## src/rtl/control_unit.sv

```systemverilog
// Main instruction decoder: InstHeader -> datapath control for ALU, PAU, memories, IO, branch.
// Latency: one cycle; every output is a flop loaded on each rising clk edge.
// No backpressure: a new header is decoded every cycle; rst forces all outputs to a NOP (all zero).
module control_unit (
  input  logic       clk,
  input  logic       rst,
  input  logic [9:0] InstHeader,
  output logic       RnSrc,
  output logic       ImmSrc,
  output logic       RsSrc,
  output logic       ResultSrc,
  output logic       IOFlag,
  output logic       PAUOp,
  output logic       ImmExt,
  output logic       FlagWrite,
  output logic       ALUSrc,
  output logic       BranchInst,
  output logic       MemWrite,
  output logic       RegWrite,
  output logic       MemPWrite,
  output logic [3:0] ALUControl,
  output logic [2:0] CondFlag,
  output logic [1:0] MemToReg
);

  logic [2:0] cond;
  logic [1:0] cls;
  logic [3:0] op;
  logic       imm;

  assign cond = InstHeader[9:7];
  assign cls  = InstHeader[6:5];
  assign op   = InstHeader[4:1];
  assign imm  = InstHeader[0];

  logic       rn_src_d,      rn_src_q;
  logic       imm_src_d,     imm_src_q;
  logic       rs_src_d,      rs_src_q;
  logic       result_src_d,  result_src_q;
  logic       io_flag_d,     io_flag_q;
  logic       pau_op_d,      pau_op_q;
  logic       imm_ext_d,     imm_ext_q;
  logic       flag_write_d,  flag_write_q;
  logic       alu_src_d,     alu_src_q;
  logic       branch_inst_d, branch_inst_q;
  logic       mem_write_d,   mem_write_q;
  logic       reg_write_d,   reg_write_q;
  logic       mem_p_write_d, mem_p_write_q;
  logic [3:0] alu_control_d, alu_control_q;
  logic [2:0] cond_flag_d,   cond_flag_q;
  logic [1:0] mem_to_reg_d,  mem_to_reg_q;

  // Combinational decode of the header into next-cycle control values.
  always_comb begin
    rn_src_d      = 1'b0;
    imm_src_d     = 1'b0;
    rs_src_d      = 1'b0;
    result_src_d  = 1'b0;
    io_flag_d     = 1'b0;
    pau_op_d      = 1'b0;
    imm_ext_d     = 1'b0;
    flag_write_d  = 1'b0;
    alu_src_d     = 1'b0;
    branch_inst_d = 1'b0;
    mem_write_d   = 1'b0;
    reg_write_d   = 1'b0;
    mem_p_write_d = 1'b0;
    alu_control_d = 4'b0000;
    cond_flag_d   = cond;
    mem_to_reg_d  = 2'b00;

    case (cls)
      // Data processing; reserved opcodes 1100-1111 fall to the default and stay a NOP.
      2'b00: begin
        case (op)
          4'b0000, 4'b0001, 4'b0010, 4'b0011, 4'b0100, 4'b0111: begin
            alu_control_d = op;
            alu_src_d     = imm;
            reg_write_d   = 1'b1;
          end
          4'b0101, 4'b0110, 4'b1011: begin
            // Register-form shifts take the shift amount from the Rs field.
            alu_control_d = op;
            alu_src_d     = imm;
            reg_write_d   = 1'b1;
            rs_src_d      = ~imm;
          end
          4'b1001: begin
            // MOV is ADD with a zero first operand.
            alu_control_d = op;
            alu_src_d     = imm;
            reg_write_d   = 1'b1;
            rn_src_d      = 1'b1;
          end
          4'b1000, 4'b1010: begin
            // TST/CMP only update flags.
            alu_control_d = op;
            alu_src_d     = imm;
            flag_write_d  = 1'b1;
          end
          default: ;
        endcase
      end
      // Memory: address = Rn + imm12; op[3] = load, op[2] = pixel memory.
      2'b01: begin
        alu_src_d     = 1'b1;
        alu_control_d = 4'b0001;
        if (op[3]) begin
          reg_write_d  = 1'b1;
          mem_to_reg_d = op[2] ? 2'b10 : 2'b01;
        end else begin
          rs_src_d      = 1'b1;
          mem_write_d   = ~op[2];
          mem_p_write_d = op[2];
        end
      end
      // Branch: target = PC + sign-extended 24-bit offset; op[3] = link.
      2'b10: begin
        branch_inst_d = 1'b1;
        rn_src_d      = 1'b1;
        imm_src_d     = 1'b1;
        imm_ext_d     = 1'b1;
        alu_src_d     = 1'b1;
        alu_control_d = 4'b0001;
        reg_write_d   = op[3];
      end
      // Pixel arithmetic (op[3] = 0) or IO port access (op[3] = 1).
      default: begin
        if (!op[3]) begin
          pau_op_d      = 1'b1;
          result_src_d  = 1'b1;
          reg_write_d   = 1'b1;
          alu_src_d     = imm;
          alu_control_d = {1'b0, op[2:0]};
        end else begin
          io_flag_d = 1'b1;
          if (op[2]) begin
            rs_src_d = 1'b1;
          end else begin
            reg_write_d  = 1'b1;
            mem_to_reg_d = 2'b11;
          end
        end
      end
    endcase
  end

  // Register the decoded controls; reset clears everything to a NOP.
  always_ff @(posedge clk or posedge rst) begin
    if (rst) begin
      rn_src_q      <= 1'b0;
      imm_src_q     <= 1'b0;
      rs_src_q      <= 1'b0;
      result_src_q  <= 1'b0;
      io_flag_q     <= 1'b0;
      pau_op_q      <= 1'b0;
      imm_ext_q     <= 1'b0;
      flag_write_q  <= 1'b0;
      alu_src_q     <= 1'b0;
      branch_inst_q <= 1'b0;
      mem_write_q   <= 1'b0;
      reg_write_q   <= 1'b0;
      mem_p_write_q <= 1'b0;
      alu_control_q <= 4'b0000;
      cond_flag_q   <= 3'b000;
      mem_to_reg_q  <= 2'b00;
    end else begin
      rn_src_q      <= rn_src_d;
      imm_src_q     <= imm_src_d;
      rs_src_q      <= rs_src_d;
      result_src_q  <= result_src_d;
      io_flag_q     <= io_flag_d;
      pau_op_q      <= pau_op_d;
      imm_ext_q     <= imm_ext_d;
      flag_write_q  <= flag_write_d;
      alu_src_q     <= alu_src_d;
      branch_inst_q <= branch_inst_d;
      mem_write_q   <= mem_write_d;
      reg_write_q   <= reg_write_d;
      mem_p_write_q <= mem_p_write_d;
      alu_control_q <= alu_control_d;
      cond_flag_q   <= cond_flag_d;
      mem_to_reg_q  <= mem_to_reg_d;
    end
  end

  assign RnSrc      = rn_src_q;
  assign ImmSrc     = imm_src_q;
  assign RsSrc      = rs_src_q;
  assign ResultSrc  = result_src_q;
  assign IOFlag     = io_flag_q;
  assign PAUOp      = pau_op_q;
  assign ImmExt     = imm_ext_q;
  assign FlagWrite  = flag_write_q;
  assign ALUSrc     = alu_src_q;
  assign BranchInst = branch_inst_q;
  assign MemWrite   = mem_write_q;
  assign RegWrite   = reg_write_q;
  assign MemPWrite  = mem_p_write_q;
  assign ALUControl = alu_control_q;
  assign CondFlag   = cond_flag_q;
  assign MemToReg   = mem_to_reg_q;

endmodule

```

## config.mk

```make
export PLATFORM = sky130hd
export DESIGN_NAME = control_unit
export DESIGN_NICKNAME = d
export VERILOG_FILES = /design/src/rtl/control_unit.sv
export SDC_FILE = /design/constraint.sdc
export NUM_CORES = 1
export LEC_CHECK = 0
export CORE_AREA = 8 8 54 56
export DETAILED_ROUTE_END_ITERATION = 8
export DIE_AREA = 0 0 62 64
export GPL_TIMING_DRIVEN = 0
export PLACE_DENSITY = 0.76
export REMOVE_ABC_BUFFERS = 1
export SETUP_SLACK_MARGIN = 0.02
export SYNTH_ARGS = -nofsm -noshare
export SYNTH_HDL_FRONTEND = slang
export SYNTH_SLANG_ARGS = --single-unit
```

## constraint.sdc

```tcl
create_clock -name clk -period 0.9 [get_ports clk]
set_input_delay 0.225 -clock clk [delete_from_list [all_inputs] [get_ports clk]]
set_output_delay 0.225 -clock clk [all_outputs]
set_load 0.05 [all_outputs]
```

==> results.md <==
| Stage | Quantity | Value |
|---|---|---|
| outcome | Outcome | finished with violations |
| outcome | Violated checks | setup timing |
| placed design | DP HPWL | 1280 um |
| route | Vias | 615 |
| setup path | Worst Path Class, Setup | reg2out |
| global routing | Global-route wire length before repair | 2590 um |
| synth | Number of cells produced by synthesis | 66 |
| sta | Setup ws final | -0.211 ns |
| synth | Yosys reg bits | 19 |
| floorplan | Die extent in x | 62 um |
| worst hold path | Tightest Hold Check Type | in2reg |
| global routing | GRT overflow | 0 |
| synth | Top cell type by total area after synthesis | dfrtp_1 |
| synth | Commonest register cell after synthesis | dfrtp_1 |
| clock network | Clock tree from TritonCTS | done |
| route | DRC violations left | 0 |
| synth | Fraction of registers with async set or reset after synthesis | 1.00 |
| sta | Final worst path period share | 1.23 |
| setup path | Crit path required time | 0.67 ns |
| sta | Shortest clock period the worst path allows after layout | 1.11 ns |
| synth | Post-synthesis simple-gate area fraction | 0.196 |
| global routing | Total global-route track usage | 0.0885 |
| power | Leak | 0.586 nW |
| clock network | Number of levels the H-tree was split into | 1 |
| placed design | # port buffers | 33 |
| sta | Highest Clock Rate | 900 MHz |
| placed design | Post-detailed-placement cell area | 1130 um^2 |
| setup path | CP endpoint kind | primary output |
| route | Iteration-0 DRC Markers | 8 |
| synth | Cell area after synthesis | 806 um^2 |
| synth | Dominant combinational cell family by area after synthesis | simple AND/OR/NAND/NOR gates |
| floorplan | Starting utilization of the core area | 0.383 |
| sta | Relative slew margins | 0.745 |
| clock network | Root Buffer Master | clkbuf_4 |
| final layout | Fraction of layout cells with a size suffix above 1 | 0.400 |
| setup path | Worst stage delay on the critical path | 0.40 ns |
| setup path | Buffers plus inverters on the worst setup path | 1 |
| clock network | CTS clk-pin slew, worst paths | 0.10 ns |
| route | First-pass DRT Iterations | 4 |
| clock network | Number of buffers on the longest clock path | 2 |
| setup path | Slowest cell on crit path | dfrtp_1 |
| floorplan | Core Footprint | 2110 um^2 |
| power | Power density over cell area | 1510 nW/um^2 |
| setup path | Critical path launch point type | flip-flop |
| synth | Compound-cell area share of the yosys netlist | 0.0885 |
| setup path | Worst path arrival time | 0.89 ns |
| setup path | Maximum fanout encountered on the critical timing path | 3 |
| final layout | Non-filler instance count after layout | 128 |
| route | Via density per instance | 4.80 |
| clock network | Cts-stage hold buffer count | 0 |
| sta | Number of max-slew violations in the final report | 0 |
| placed design | Weighted congestion reported at the end of routability-driven placement | 0.782 |
| power | Overall power of the completed layout | 1.85 mW |
| setup path | Crit-path leading delay family | flip-flops |
| synth | Number of warnings printed during yosys synthesis | 0 |
| placed design | Worst setup slack before clock tree synthesis | -0.847 ns |
| power | Worst supply voltage drop on vdd | 0.000685 V |
| final layout | Final Cell Area | 1220 um^2 |
| route | Detailed Route WL | 1800 um |
| synth | Library cells used by synthesis | 26 |
| synth | Largest cells by area after synthesis | dfrtp_1 (59%), ha_1 (6.2%), buf_4 (3.7%) |
| final layout | Final cell utilization of the core | 0.581 |
| global routing | Number of antenna violations at the first check in global routing | 0 |
| synth | Post-synthesis area per instance | 12.2 um^2 |
| final layout | Final layout net count | 117 |
| global routing | Maximum number of pins on one net before global-route repair | 20 |
| floorplan | Die extent in y | 64 um |
| clock network | Sinks on the clock net | 19 |
| worst hold path | Cell depth of the worst min-delay path | 2 |
| final layout | Area growth syn-to-layout | 51.9% |
| sta | Post-Route Setup TNS | -3.53 ns |
| synth | Proportion of synthesized chip area in sequential cells | 0.590 |
| synth | Top cell type's share of synthesized area | 0.590 |
| final layout | Max FFs per register | 4 |
| placed design | Total instance count after detailed placement | 121 |
| route | Average wire length per cell after detail routing | 14.1 um |
| final layout | Most used cells in the layout excluding fill and tap cells | dfrtp_1 (19), buf_6 (19), buf_4 (8) |
| synth | Area share of fa/ha/maj cells after synthesis | 0.0621 |
| synth | EDFF count, synth | 0 |
| clock network | Number of buffers created by CTS | 3 |
| sta | Final setup violation count | 22 |
| setup path | Critical path cell sequence | buf_4 |
| route | DRT antenna net count | 0 |
| worst hold path | Worst hold path startpoint | InstHeader[6] |
| sta | RSZ-0062 raised after global routing | true |
| worst hold path | Sink of the worst hold path | BranchInst$_DFF_PP0_ |
| synth | Multiplexer share of the synthesized area | 0 |
| floorplan | Top-level port count | 34 |
| sta | Final hold violation count | 0 |
| sta | Tightest hold margin | 0.255 ns |
| run | Number of max-capacitance violations reported | 0 |
| floorplan | Die area | 3970 um^2 |
| global routing | Vias in the first global route | 575 |
| synth | XOR/XNOR share of the synthesized area | 0 |
| setup path | WP depth | 1 |
| floorplan | # rows | 17 |
| final layout | Antenna Diode Count | 0 |
| sta | Worst slew pin tran | 0.382 ns |
-- metal layers --
layer	track usage	part of all wire	vias up
met2	0.140	0.49	26
met1	0.0956	0.41	298
li1	-	-	289
met5	0	0	-
met4	0.0826	0.0078	0
met3	0.0140	0.093	2
-- worst max path at each step --
stage                                     from                 end
after floorplan           BranchInst$_DFF_PP0_          BranchInst
after global placement           InstHeader[5]  RegWrite$_DFF_PP0_
after detailed placement         InstHeader[5]    ALUSrc$_DFF_PP0_
after CTS                 BranchInst$_DFF_PP0_              ImmSrc
after global routing      BranchInst$_DFF_PP0_          BranchInst
final                     BranchInst$_DFF_PP0_              ImmSrc
-- cell usage after synthesis, types with 2 or more instances --
| library cell | count |
|---|---|
| dfrtp_1 | 19 |
| nor2_1 | 6 |
| buf_4 | 4 |
| ha_1 | 4 |
| inv_1 | 3 |
| nand2b_1 | 3 |
| a21o_1 | 2 |
| a21oi_1 | 2 |
| and3b_1 | 2 |
| buf_2 | 2 |
| nand3b_1 | 2 |
| nand4bb_1 | 2 |
| nor3b_1 | 2 |
-- final cells by class --
type	instances	area [um^2]
Clock buffer	4	26.3
Sequential cell	19	475
Tap cell	28	35.0
Fill cell	158	882
Inverter	3	15.0
Multi-Input combinational cell	38	315
Timing Repair Buffer	36	357
-- cells by family after synthesis --
group           Yosys count
simple gates             24
compound gates           10
fa+ha+maj                 4
buf+inv                   9
flops                    19
-- power by group --
part	switching, mW	total (mW)	leakage, nW	internal, mW
clock	0.238	0.410	0.0150	0.172
sequential	0.0211	0.920	0.246	0.899
combinational	0.320	0.520	0.326	0.200
total	0.580	1.85	0.586	1.27
-- repair_timing --
item	in CTS	in global routing
pin swaps	1	0
setup buffers	2	1
setup endpoints to repair	37	44
gates resized for setup	174	8
Power figures use the tool's default switching activity.
==> edit 1 (config.mk and constraints unchanged) <==
Make the reset (`rst`) synchronous in one clocked block.
--- a/src/rtl/control_unit.sv
+++ b/src/rtl/control_unit.sv
@@ -147,5 +147,5 @@
 
   // Register the decoded controls; reset clears everything to a NOP.
-  always_ff @(posedge clk or posedge rst) begin
+  always_ff @(posedge clk) begin
     if (rst) begin
       rn_src_q      <= 1'b0;
Formal check against the unedited RTL: differs if rst is asserted again (counterexample within 4 cycles, from zero or initial values and one cycle with rst high); with rst held inactive, the same outputs for 10 cycles.
==> edit 1 against the unedited design <==
Total power up 1.2%. Setup slack better by 0.039 ns. Critical path type unchanged. The flow still finishes with violations (setup timing). Sequential cell count unchanged. Design area is 11% higher. Routed wire length rose by 19%. Worst hold slack worse by 0.088 ns. Via count is 2.3% higher. Area after synthesis is 4.8% lower. Highest routed layer unchanged.
==> edit 1: results (changes against the unedited design) <==
number of global-route vias before repair - 668 (+16%)
# setup viols final - 24 (+9.1%)
GRT Total Usage - 11.4% (+2.6 points)
data arrival time of the critical path - 0.85 ns (-0.04 ns)
Seq/Total Area, Yosys - 49.6% (-9.4 points)
failing checks - setup timing
Fill cells - 146 (-7.6%)
cells after synthesis - 74 (+12%)
first-pass GRT wire length - 3350 um (+29%)
final worst setup slack - -0.173 ns (+0.0387 ns)
Post-Route WL - 2140 um (+19%)
Pleak - 0.000577 uW (-1.6%)
Unique masters post-synth - 27 (+3.8%)
status - finished, violations left
total number of vias - 629 (+2.3%)
Starting DRT DRC Count - 10 (+2)
most instantiated cells after synthesis - dfxtp_1, nor2_1, inv_1
FFs w/ async S/R, synth - 0% (-100 points)
main area contributors after synthesis - dfxtp_1, ha_1, buf_6
drt wl/cell - 15.9 um (+13%)
gpl congestion - 0.754 (-3.6%)
maximum vdd drop - 0.719 mV (+5.1%)
share of layout cells above drive strength 1 - 66.4% (+26 points)
dpl hpwl - 1330 um (+4.2%)
Post-Place Cells - 128 (+5.8%)
crit path from - BranchInst
dpl cell area - 1070 um2 (-5.3%)
## edit 1: timing repair
item	in CTS	in global routing
pin swaps	4	9
endpoints found under the setup margin	41	29
buffers inserted	0	3
gates resized for setup	240	17
endpoints found under the hold margin	0	0
## edit 1: power by group
group	internal (uW)	switching (uW)	leakage (uW)
Combinational	240	295	0.000399
Clock	173	252	0.0000150
Sequential	885	28.7	0.000164
## edit 1: path summary, 6_finish.rpt
check   endpoint  slack, ns  depth (start not counted)
max       ImmSrc      -0.17                          1
min    FlagWrite       0.17                          2
## edit 1: logic make-up (layout without fill, tap and decap cells)
group | after synthesis | after routing | share of synthesized area [%]
buf+inv | 12 | 45 | 10.4
mux | 1 | 1 | 1.47
compound gates | 10 | 10 | 10.1
xor+xnor | 1 | 1 | 1.14
flops | 19 | 19 | 49.6
fa+ha+maj | 4 | 4 | 6.53
simple gates | 27 | 27 | 20.7
## edit 1: cell type report
| class | count | area (um2) | share of cell area (%) |
|---|---|---|---|
| inverters | 5 | 36.3 | 2.68 |
| well taps | 28 | 35.0 | 2.59 |
| multi-input cells | 43 | 398 | 29.4 |
| repair buffers | 36 | 453 | 33.4 |
| flip-flops and latches | 19 | 407 | 30.0 |
| clock buffers | 4 | 26.3 | 1.94 |
## edit 1: through the flow
step	util, %	TNS [ns]	setup slack [ns]
floorplan	-	-3.51	-0.556
global placement	50.9	-21.37	-0.886
detailed placement	50.9	-22.06	-0.911
CTS	62.6	-2.64	-0.174
global route	64.3	-3.68	-0.206
finish	64.3	-2.87	-0.173
## edit 1: layer usage
layer / up-vias / track usage [%] / share of wire [%]
li1: 311 / - / -
met1: 288 / 12.5 / 40
met2: 26 / 18.1 / 47
met3: 4 / 3.40 / 10
met4: 0 / 7.69 / 2.1
met5: - / 0 / 0
==> edit 2 (same settings) <==
Without the edit above. Register the input `InstHeader` before use, cleared by the reset. The logic sees it one clock later.
--- a/src/rtl/control_unit.sv
+++ b/src/rtl/control_unit.sv
@@ -24,4 +24,14 @@
 );
 
+  logic [9:0] InstHeader_q;
+
+  always_ff @(posedge clk or posedge rst) begin
+    if (rst) begin
+      InstHeader_q <= '0;
+    end else begin
+      InstHeader_q <= InstHeader;
+    end
+  end
+
   logic [2:0] cond;
   logic [1:0] cls;
@@ -29,8 +39,8 @@
   logic       imm;
 
-  assign cond = InstHeader[9:7];
-  assign cls  = InstHeader[6:5];
-  assign op   = InstHeader[4:1];
-  assign imm  = InstHeader[0];
+  assign cond = InstHeader_q[9:7];
+  assign cls  = InstHeader_q[6:5];
+  assign op   = InstHeader_q[4:1];
+  assign imm  = InstHeader_q[0];
 
   logic       rn_src_d,      rn_src_q;
Function: changed (a bounded check fails within 4 cycles, from zero or initial values and one cycle with rst high).
==> edit 2 against the unedited design <==
Routed wire length is 50% higher. Sequential power grew 57%. Largest power group unchanged. Global-route usage rose by 4.3 points. Setup slack worse by 0.14 ns. Critical endpoint is now ALUControl[0]. Area after synthesis is 31% higher. Sequential cell count up 10. Design area is 41% higher. Total power is 57% higher. The run still ends with setup timing left. Critical path depth grew 4.
==> edit 2: results (changes against the unedited design) <==
status - finished, violations left
failing checks - setup timing
Layout Nets - 139 (+19%)
first-pass GRT wire length - 3680 um (+42%)
Unique masters post-synth - 26 (unchanged)
Starting DRT DRC Count - 30 (+22)
Fill cells - 98 (-38%)
met1 WL - 917 um (+24%)
met3 usage - 4.00% (+2.6 points)
CTS Buf Count - 5 (+2)
main area contributors after synthesis - dfrtp_1, ha_1, buf_4
Switching Fraction - 28.2% (-3.2 points)
Logic power comb - 609 uW (+17%)
metal3 WL - 137 um (-18%)
most instantiated cells after synthesis - dfrtp_1, nor2_1, buf_4, ha_1
Worst R2R Start - InstHeader_q[5]
slew margin rel. - 61.1% (-13 points)
max reg flops - 10 (+6)
Crit path largest cell delay - 0.43 ns (+0.03 ns)
dpl hpwl - 1390 um (+9.3%)
maximum vdd drop - 1.37 mV (+100%)
total number of vias - 770 (+25%)
largest net degree at the start of global routing - 30 (+50%)
Max clock buf depth - 2 (unchanged)
Top Layer Used - met4
Min-Delay Path Class - in -> async
Critical Path Fanout Max - 5 (+2)
crit path from - InstHeader_q[5]
M2 GR Usage - 21.7% (+7.8 points)
clock power share - 29.7% (+7.5 points)
grt met1 use - 12.0% (+2.5 points)
compound-cell area share of the yosys netlist - 6.75% (-2.1 points)
data arrival time of the critical path - 1.47 ns (+0.58 ns)
clock slew at reported path FFs - 0.09 ns
EDFF count, synth - 0 (unchanged)
worst r2r path cells - 5
Post-Synth XOR/XNOR Area - 0% (unchanged)
Seq/Total Area, Yosys - 68.7% (+9.7 points)
initial antenna violation count - 0 (unchanged)
Post-Route WL - 2700 um (+50%)
CP max stage cell - dfrtp_2
share of layout cells above drive strength 1 - 54.8% (+15 points)
gpl congestion - 0.747 (-4.5%)
final worst setup slack - -0.354 ns (-0.143 ns)
FFs w/ async S/R, synth - 100% (unchanged)
Worst Setup EP - ALUControl[0]
setup TNS - -7.89 ns (-4.36 ns)
dpl cell area - 1380 um2 (+22%)
Largest Register - InstHeader_q
H-tree levels - 2 (+1)
# setup viols final - 38 (+73%)
Synth Area in Adders - 4.74% (-1.5 points)
GRT Total Usage - 13.2% (+4.3 points)
Final Skew - 0.00754 ns
met2 WL post-DR - 1520 um (+73%)
number of global-route vias before repair - 775 (+35%)
Pleak - 0.000799 uW (+36%)
-- edit 2: repair_timing --
action                                 4_1_cts  5_1_grt
setup buffers                                6        8
gates cloned                                 0        0
resized for setup                          174       16
setup endpoints to repair                   66       38
hold buffers                                 0        0
pin swaps                                    5        9
endpoints found under the hold margin        0        0
-- edit 2: metrics by stage --
step           total power [uW]  std cells  hold slack [ns]  util (%)  setup slack [ns]
2_1_floorplan              1720         70            0.256         -            -0.506
3_3_place_gp               1900        131            0.332      65.6            -0.520
3_5_place_dp               1910        131            0.337      65.6            -0.580
4_1_cts                    2860        145            0.309      76.4            -0.312
5_1_grt                    3030        152            0.313      81.8            -0.397
6_report                   2910        152            0.303      81.8            -0.354
-- edit 2: final cells by class --
cell class	count	area share, %
Clock buffer	7	3.78
Multi-Input combinational cell	38	22.9
Timing Repair Buffer	46	27.5
Sequential cell	29	42.4
Tap cell	28	2.03
Clock inverter	1	0.291
Inverter	3	1.02
